## src/rtl/counter_sched_pkg.sv

```systemverilog
// Shared types and constants for the round-robin counter scheduler.
// Holds the FSM state enum, default sizing, and a one-hot helper.
package counter_sched_pkg;

    localparam int DEF_NREQ = 4;
    localparam int DEF_CW   = 3;
    localparam int MAXREQ   = 32;

    typedef enum logic [1:0] {
        IDLE = 2'd0,
        RUN  = 2'd1,
        DONE = 2'd2
    } state_e;

    // Callers size-cast the result down to their own requester count.
    function automatic logic [MAXREQ-1:0] onehot(input logic [4:0] idx);
        onehot = {{(MAXREQ-1){1'b0}}, 1'b1} << idx;
    endfunction

endpackage

```

## src/rtl/counter_sched_rr_arbiter.sv

```systemverilog
// Combinational round-robin pick: first set req at or after ptr, wrapping.
// Ports: req (requests), ptr (search start), win (one-hot winner, 0 if none).
module counter_sched_rr_arbiter
    import counter_sched_pkg::*;
#(
    parameter int NREQ = DEF_NREQ,
    parameter int PW   = $clog2(NREQ)
) (
    input  logic [NREQ-1:0] req,
    input  logic [PW-1:0]   ptr,
    output logic [NREQ-1:0] win
);

    logic [PW:0]   sum;
    logic [PW-1:0] idx;
    logic          found;

    always_comb begin
        win   = '0;
        found = 1'b0;
        sum   = '0;
        idx   = '0;
        for (int k = 0; k < NREQ; k++) begin
            sum = {1'b0, ptr} + (PW+1)'(k);
            if (sum >= (PW+1)'(NREQ)) begin
                sum = sum - (PW+1)'(NREQ);
            end
            idx = sum[PW-1:0];
            if (!found && req[idx]) begin
                win[idx] = 1'b1;
                found    = 1'b1;
            end
        end
    end

endmodule

```

## src/rtl/counter_sched.sv

```systemverilog
// Time-shares one CW-bit up-counter among NREQ requesters, round-robin.
// Ports: clk, reset (sync, active-high), req, len (packed CW per requester),
//   grant (one-hot owner), busy, cnt, done (one-cycle finish pulse),
//   abort (only when COUNTER_SCHED_ABORT_EN is defined).
module counter_sched
    import counter_sched_pkg::*;
#(
    parameter int NREQ = DEF_NREQ,
    parameter int CW   = DEF_CW
) (
    input  logic               clk,
    input  logic               reset,
    input  logic [NREQ-1:0]    req,
    input  logic [NREQ*CW-1:0] len,
`ifdef COUNTER_SCHED_ABORT_EN
    input  logic               abort,
`endif
    output logic [NREQ-1:0]    grant,
    output logic               busy,
    output logic [CW-1:0]      cnt,
    output logic [NREQ-1:0]    done
);

    localparam int PW = $clog2(NREQ);

    state_e          state_q, state_d;
    logic [NREQ-1:0] grant_q, grant_d;
    logic [NREQ-1:0] done_q, done_d;
    logic [CW-1:0]   cnt_q, cnt_d;
    logic [CW-1:0]   len_q, len_d;
    logic [PW-1:0]   ptr_q, ptr_d;
    logic [PW-1:0]   own_q, own_d;

    logic [NREQ-1:0] win;
    logic [PW-1:0]   win_idx;
    logic [CW-1:0]   len_sel;
    logic [PW-1:0]   nxt_ptr;
    logic            abort_w;

`ifdef COUNTER_SCHED_ABORT_EN
    assign abort_w = abort;
`else
    assign abort_w = 1'b0;
`endif

    counter_sched_rr_arbiter #(
        .NREQ (NREQ),
        .PW   (PW)
    ) u_arb (
        .req (req),
        .ptr (ptr_q),
        .win (win)
    );

    // Winner index and its length slice, picked with constant offsets.
    always_comb begin
        win_idx = '0;
        len_sel = '0;
        for (int i = 0; i < NREQ; i++) begin
            if (win[i]) begin
                win_idx = PW'(i);
                len_sel = len[i*CW +: CW];
            end
        end
    end

    assign nxt_ptr = (own_q == PW'(NREQ-1)) ? '0 : own_q + 1'b1;

    always_comb begin
        state_d = state_q;
        grant_d = grant_q;
        cnt_d   = cnt_q;
        len_d   = len_q;
        ptr_d   = ptr_q;
        own_d   = own_q;
        done_d  = '0;
        unique case (state_q)
            IDLE: begin
                if (|req) begin
                    state_d = RUN;
                    grant_d = win;
                    cnt_d   = '0;
                    len_d   = len_sel;
                    own_d   = win_idx;
                end
            end
            RUN: begin
                if (abort_w) begin
                    state_d = IDLE;
                    grant_d = '0;
                    cnt_d   = '0;
                    ptr_d   = nxt_ptr;
                end else if (cnt_q == len_q) begin
                    state_d = DONE;
                    grant_d = '0;
                    cnt_d   = '0;
                    done_d  = NREQ'(onehot(5'(own_q)));
                end else begin
                    cnt_d = cnt_q + 1'b1;
                end
            end
            DONE: begin
                state_d = IDLE;
                ptr_d   = nxt_ptr;
            end
            default: begin
                state_d = IDLE;
            end
        endcase
    end

    always_ff @(posedge clk) begin
        if (reset) begin
            state_q <= IDLE;
            grant_q <= '0;
            done_q  <= '0;
            cnt_q   <= '0;
            len_q   <= '0;
            ptr_q   <= '0;
            own_q   <= '0;
        end else begin
            state_q <= state_d;
            grant_q <= grant_d;
            done_q  <= done_d;
            cnt_q   <= cnt_d;
            len_q   <= len_d;
            ptr_q   <= ptr_d;
            own_q   <= own_d;
        end
    end

    assign grant = grant_q;
    assign done  = done_q;
    assign cnt   = cnt_q;
    assign busy  = (state_q != IDLE);

endmodule

```

## config.mk

```make
export PLATFORM = sky130hd
export DESIGN_NAME = counter_sched
export DESIGN_NICKNAME = d
export VERILOG_FILES = /design/src/rtl/counter_sched_pkg.sv /design/src/rtl/counter_sched_rr_arbiter.sv /design/src/rtl/counter_sched.sv
export SDC_FILE = /design/constraint.sdc
export NUM_CORES = 1
export LEC_CHECK = 0
export ABC_CLOCK_PERIOD_IN_PS = 2700
export CORE_MARGIN = 4
export CORE_UTILIZATION = 30
export CTS_CLUSTER_DIAMETER = 120
export DETAILED_ROUTE_END_ITERATION = 8
export GPL_TIMING_DRIVEN = 1
export PLACE_DENSITY = 0.58
export SKIP_CTS_REPAIR_TIMING = 1
export SLEW_MARGIN = 25
export SYNTH_ARGS = -nofsm -noshare
export SYNTH_HDL_FRONTEND = slang
export SYNTH_HIERARCHICAL = 1
export SYNTH_SLANG_ARGS = --single-unit
```

## constraint.sdc

```tcl
create_clock -name clk -period 2.7 [get_ports clk]
set_clock_uncertainty 0.15 [all_clocks]
set_input_delay 0.675 -clock clk [delete_from_list [all_inputs] [get_ports clk]]
set_output_delay 0.675 -clock clk [all_outputs]
set_load 0.01 [all_outputs]
```

======== Word-level counts from Yosys, hierarchy flattened ========
Index checks and enable logic that the tools add are counted.
word-level totals
  bits in registers ....................... 20
  latch bits .............................. 0
  RAM bits ................................ 0
  ROM bits ................................ 0
  input port bits ......................... 18
  output and inout port bits .............. 12
  logic and storage cells ................. 103
  memories kept ........................... 0
operators by class
  $add $sub $neg .......................... 9
  multipliers ............................. 0
  div/mod/pow operators ................... 0
  $lt $le $gt $ge ......................... 12
  equal/unequal tests ..................... 6
  shifts and indexed selects .............. 1
  multiplexer cells ....................... 44
  bitwise logic cells ..................... 5
  reductions and logical operators ........ 19
operator list
  cell                                                                number
  two-way mux 4 bit                                                   6
  two-way mux 2 bit                                                   9
  two-way mux 3 bit                                                   6
  less-than comparator 2 x 3 -> 1 bit (second input constant)         4
  two-way mux 1 bit                                                   12
  OR 4 bit                                                            3
  greater-or-equal comparator 3 bit (second input constant)           3
  binary-select mux 1 bit (select 2 bit)                              4
  demux 1 bit (select 2 bit)                                          4
  greater-or-equal comparator 2 x 1 -> 1 bit (second input constant)  4
  case mux 4 bit (2 select lines)                                     1
  subtractor 2 x 1 -> 2 bit (second input constant)                   4
  logical AND 1 bit                                                   7
  adder 2 x 2 -> 3 bit (second input constant)                        2
  case mux 3 bit (2 select lines)                                     1
  AND reduction 2 bit                                                 3
  equality test 2 bit (second input constant)                         2
  != test 2 bit (second input constant)                               2
  case mux 2 bit (2 select lines)                                     1
  nonzero test 2 bit                                                  2
  OR reduction 4 bit                                                  1
  left shift 1 x 2 -> 4 bit (first input constant)                    1
  adder 2 x 1 -> 3 bit (second input constant)                        1
  adder 3 x 1 -> 3 bit (second input constant)                        1
  other kinds (9)                                                     12

======== Longest topological paths before layout ========
  depth after elaboration ................. 18
  mapped depth ............................ 10
  gate-level depth less buffers ........... 9

======== By module ========
Netlist, hierarchy kept.
modules (own cells, without submodules)
  module                    times used  cells an instance  area an instance (sq um)  sequential area each (sq um)
  counter_sched             1           108                1023.5                    400.4
  counter_sched_rr_arbiter  1           30                 302.8                     0.0

======== Worst setup path after synthesis ========
Ideal clock, no wire load.
  kind .................................... flip-flop to flip-flop
  start ................................... register ptr_q[0]
  end ..................................... register len_q[2]
  setup time .............................. 0.091 ns
  arrival time ............................ 2.526 ns
  data required time ...................... 2.459 ns
  slack ................................... -0.067 ns
  stages on the path, launching flop included .. 10
  buffers on the path ..................... 1
  clock period less this slack ............ 2.767 ns
  cells stage by stage .................... dfxtp_1 inv_1 ha_1 mux4_2 nor4b_4 a221o_1 buf_2 a21oi_1 a221o_1 a311oi_1
between the ends
  elaborated cells on any way between the ends .. 63
  those cells by class .................... add/sub (7); order compare (12); mux (31); bitwise (3); reduce/logical (10)
RTL lines
  item                                                                           line                            text
  start: declaration                                                             counter_sched.sv:31             logic [PW-1:0] ptr_q, ptr_d;
  start signal: assignment                                                       counter_sched.sv:127            ptr_q <= ptr_d;
  parallel branches: the longest is 13 deep, another holds adder 2 x 1 -> 3 bit  n/a
  two-way mux 4 bit *                                                            counter_sched_rr_arbiter.sv:29  if (!found && req[idx]) begin
  named net win[2]                                                               counter_sched.sv:34             logic [NREQ-1:0] win;
  two-way mux 3 bit * (2 in series)                                              counter_sched.sv:60             if (win[i]) begin
  end signal: assignment                                                         counter_sched.sv:126            len_q <= len_d;
  end: declaration                                                               counter_sched.sv:30             logic [CW-1:0] len_q, len_d;
Mark *: on every way through the listed nets, which the timed path passes. The select of a mux whose other input is x is not followed.
A chain may end at the register's enable or synchronous reset.

======== Worst setup path after layout ========
  start ................................... input req[2]
  end ..................................... register len_q[2]
between the ends
  elaborated cells on any way between the ends .. 30
  those cells by class .................... mux (19); bitwise (3); reduce/logical (8)
RTL lines
  item                                     line                            text
  start: declaration                       counter_sched.sv:13             input logic [NREQ-1:0] req,
  binary-select mux 1 bit (select 2 bit)   counter_sched_rr_arbiter.sv:29
  two-way mux 1 bit (not written as such)  counter_sched_rr_arbiter.sv:29
  two-way mux 1 bit                        counter_sched_rr_arbiter.sv:29
  logical NOT 1 bit                        counter_sched_rr_arbiter.sv:29
  logical AND 1 bit                        counter_sched_rr_arbiter.sv:29
  two-way mux 1 bit                        counter_sched_rr_arbiter.sv:29
  logical NOT 1 bit                        counter_sched_rr_arbiter.sv:29
  logical AND 1 bit                        counter_sched_rr_arbiter.sv:29
  two-way mux 1 bit                        counter_sched_rr_arbiter.sv:29
  logical NOT 1 bit                        counter_sched_rr_arbiter.sv:29
  logical AND 1 bit                        counter_sched_rr_arbiter.sv:29
  two-way mux 4 bit *                      counter_sched_rr_arbiter.sv:29
  named net win[2]                         counter_sched.sv:34
  two-way mux 3 bit * (2 in series)        counter_sched.sv:60
The timed path passes the listed nets; every way through them passes the cells marked *. The select of a mux whose other input is x is not followed.

==> flow_summary.yaml <==
yosys:
  synth-seq-cells: 20
  synth_most_common_cell: "dfxtp_1"
  syn_area_per_cell_um2: 9.61
  yosysTopAreaCell: "dfxtp_1"
  syn-num-nets: 164
  synth.distinct_cells: 42
  yosysTopAreaCellShare_pct: 30.2
  synthTopCellsByCount: "dfxtp_1, nand2_1, ha_1, inv_1, a221o_1"
  syn-cell-area_um2: 1330
  synth_edf_count: 0
  yosys-top-cells-area: "dfxtp_1, ha_1, a221o_1, mux4_2, nand2_1"
  yosysWarnings: 6
  synth_cells: 138
  async_flop_share_pct: 0
  yosysSeqAreaShare_pct: 30.2
  synth_ff_type: "dfxtp_1"
floorplanning:
  die_w_um: 74.5
  num_rows: 23
  chipHeight_um: 74.5
  initial_utilization_pct: 32.0
  core_um2: 4140
  die_area_um2: 5550
  top_level_ports: 30
placed_design:
  gp_congestion: 0.885
  dp_slack_ns: -0.699
  io_buffers: 29
  hpwl_um: 2650
global_routing:
  grt_start_max_net_pins: 12
  track_usage_pct: 12.6
  top_usage_layer: "met2"
  gr-total-overflow: 0
  antenna_found_initial: 0
  gr-usage-met1_pct: 15.6
  grt_util_met3_pct: 2.30
  grt.met2_usage_pct: 21.9
  grt_pass1_wl_um: 5490
  grt_pass1_vias: 1199
setup_path:
  cp_max_fo: 6
  start_kind: "input port"
  r2r_slack_ns: 0.05
  cp-end-kind: "flop"
  crit_chain: "buf_4, mux4_2, buf_6, nand2_4, o21ai_2, a221o_2, buf_6, a221o_1, a311oi_1"
  crit_top_cell: "buf_6"
  required_ns: 2.72
  cp_slowest_cell: "mux4_2"
  crit_type: "input port to flop"
  critical_path.top_delay_family: "compound AO/OA/AOI/OAI gates"
  rr_endpoint: "len_q[2]"
  cp_num_buf_inv: 3
  crit_arrival_ns: 2.70
  ff2ff_path_depth: 9
  cpPeakStageDelay_ns: 0.56
  r2r-start: "ptr_q[0]"
sta:
  period_needed_ns: 2.68
  finalHoldViolations: 0
  max_freq_mhz: 373
  rsz0062_at_grt: "yes"
  finalCritPeriodShare_pct: 99.3
  worstMarginPinSlew_ns: 0.459
  setup_ws_ns: 0.0192
  slew_headroom_pct: 69.2
  maxSlewViolCount: 0
  finalSetupViolCount: 0
power:
  ir_worst_vdd_uv: 233
  power.total_uw: 1260
  power_leakage_uw: 0.000736
  powerDensity_nw_per_um2: 664
status:
  status: "finished clean"
clock_network:
  cts_buffers: 3
  tritoncts: "built"
  cts.clk_slew.worst_paths_ns: 0.07
  root_buffer: "clkbuf_8"
  cts_sinks: 20
  htree_num_levels: 1
  clk_latency_ns: 0.26
  cts_buffer_depth: 2
worst_hold_path:
  min_from: "grant[3]"
  min_to: "grant[3]"
  worstHoldPathType: "flop to flop"
  min_delay_path_depth: 2
cells_and_area:
  syn_to_final_growth_pct: 43.5
  drive_above_1_share_pct: 31.0
  fillers: 411
  nets: 214
  n_antenna_cell: 0
  utilization_pct: 45.9
routing:
  drtPass1Iterations: 4
  vias: 1254
  drt_iter0_drc: 35
  ant_nets: 0
  vias_per_cell: 5.29
  avgRoutedWirePerCell_um: 14.3
  drc_errors: 0
  wl_um: 3400
run:
  max_cap_violations: 0
==> per-layer routing <==
layer,vias up,share of wire [%]
li1,625,-
met1,595,44
met2,28,50
met3,6,3.9
met4,0,1.7
met5,-,0
==> sequential cells by signal (all words and copies together) (netlist names) <==
signal / flops
state_q: 2
done: 4
cnt: 3
own_q: 2
grant: 4
len_q: 3
ptr_q: 2
==> worst max path at each step <==
stage / depth (start not counted) / startpoint / end / slack (ns)
3_3_place_gp: 7 / req[1] / len_q[1] / -0.58
2_1_floorplan: 7 / req[2] / len_q[2] / 0.02
5_1_grt: 7 / ptr_q[0] / len_q[1] / -0.07
4_1_cts: 7 / req[1] / len_q[2] / -0.43
3_5_place_dp: 7 / req[1] / len_q[2] / -0.70
6_report: 9 / req[2] / len_q[2] / 0.02
==> cell type report <==
| type | count | area [um^2] | share of cell area [%] |
|---|---|---|---|
| multi-input cells | 101 | 887 | 46.6 |
| repair buffers | 50 | 448 | 23.5 |
| flip-flops and latches | 20 | 405 | 21.3 |
| well taps | 50 | 62.6 | 3.29 |
| clock buffers | 4 | 55.1 | 2.89 |
| inverters | 12 | 45.0 | 2.37 |
==> cell usage in the layout, fill, tap and decap left out, types with 3 or more instances in the layout <==
master            n
clkdlybuf4s50_1  25
buf_4            20
dfxtp_1          18
nand2_1          11
a21oi_2           7
ha_1              7
inv_2             6
inv_1             6
a221o_1           5
a21oi_1           4
nor2_1            4
nor2b_1           4
nand4_1           4
clkbuf_8          4
nand3b_1          3
a311oi_1          3
xor2_1            3
o41ai_1           3
xnor2_1           3
nor3b_1           3
o311ai_0          3
o211ai_1          3
mux4_2            3
o21ai_0           3
==> worst reg2reg max path: cells and delay by family, from the launching register on <==
kind | cells | cell delay (ns)
simple gates | 1 | 0.06
buf+inv | 3 | 0.43
compound gates | 4 | 0.97
mux | 1 | 0.59
flops | 1 | 0.37
==> cells by family after synthesis <==
logic type,Yosys count,synth area share [%]
buffers and inverters,17,5.47
AND/OR/NAND/NOR,40,20.2
AO/OA/AOI/OAI,41,24.1
XOR/XNOR,6,3.96
adder cells (fa/ha/maj),8,7.55
multiplexers,6,8.58
flip-flops,20,30.2
==> stage by stage <==
| step | area, um^2 | hold WS (ns) | cells | setup TNS, ns |
|---|---|---|---|---|
| finish | 1900 | 0.317 | 237 | 0 |
| global route | 1900 | 0.335 | 237 | -0.148 |
| CTS | 1810 | 0.318 | 230 | -2.05 |
| detailed placement | 1760 | 0.307 | 226 | -4.47 |
| global placement | 1760 | 0.306 | 226 | -3.74 |
| floorplan | 1330 | 0.338 | 138 | 0 |
==> report_power, final <==
part / internal, uW / switching [uW]
clock: 130 / 99.6
combinational: 314 / 299
sequential: 353 / 68.3
Power figures use the tool's default switching activity.
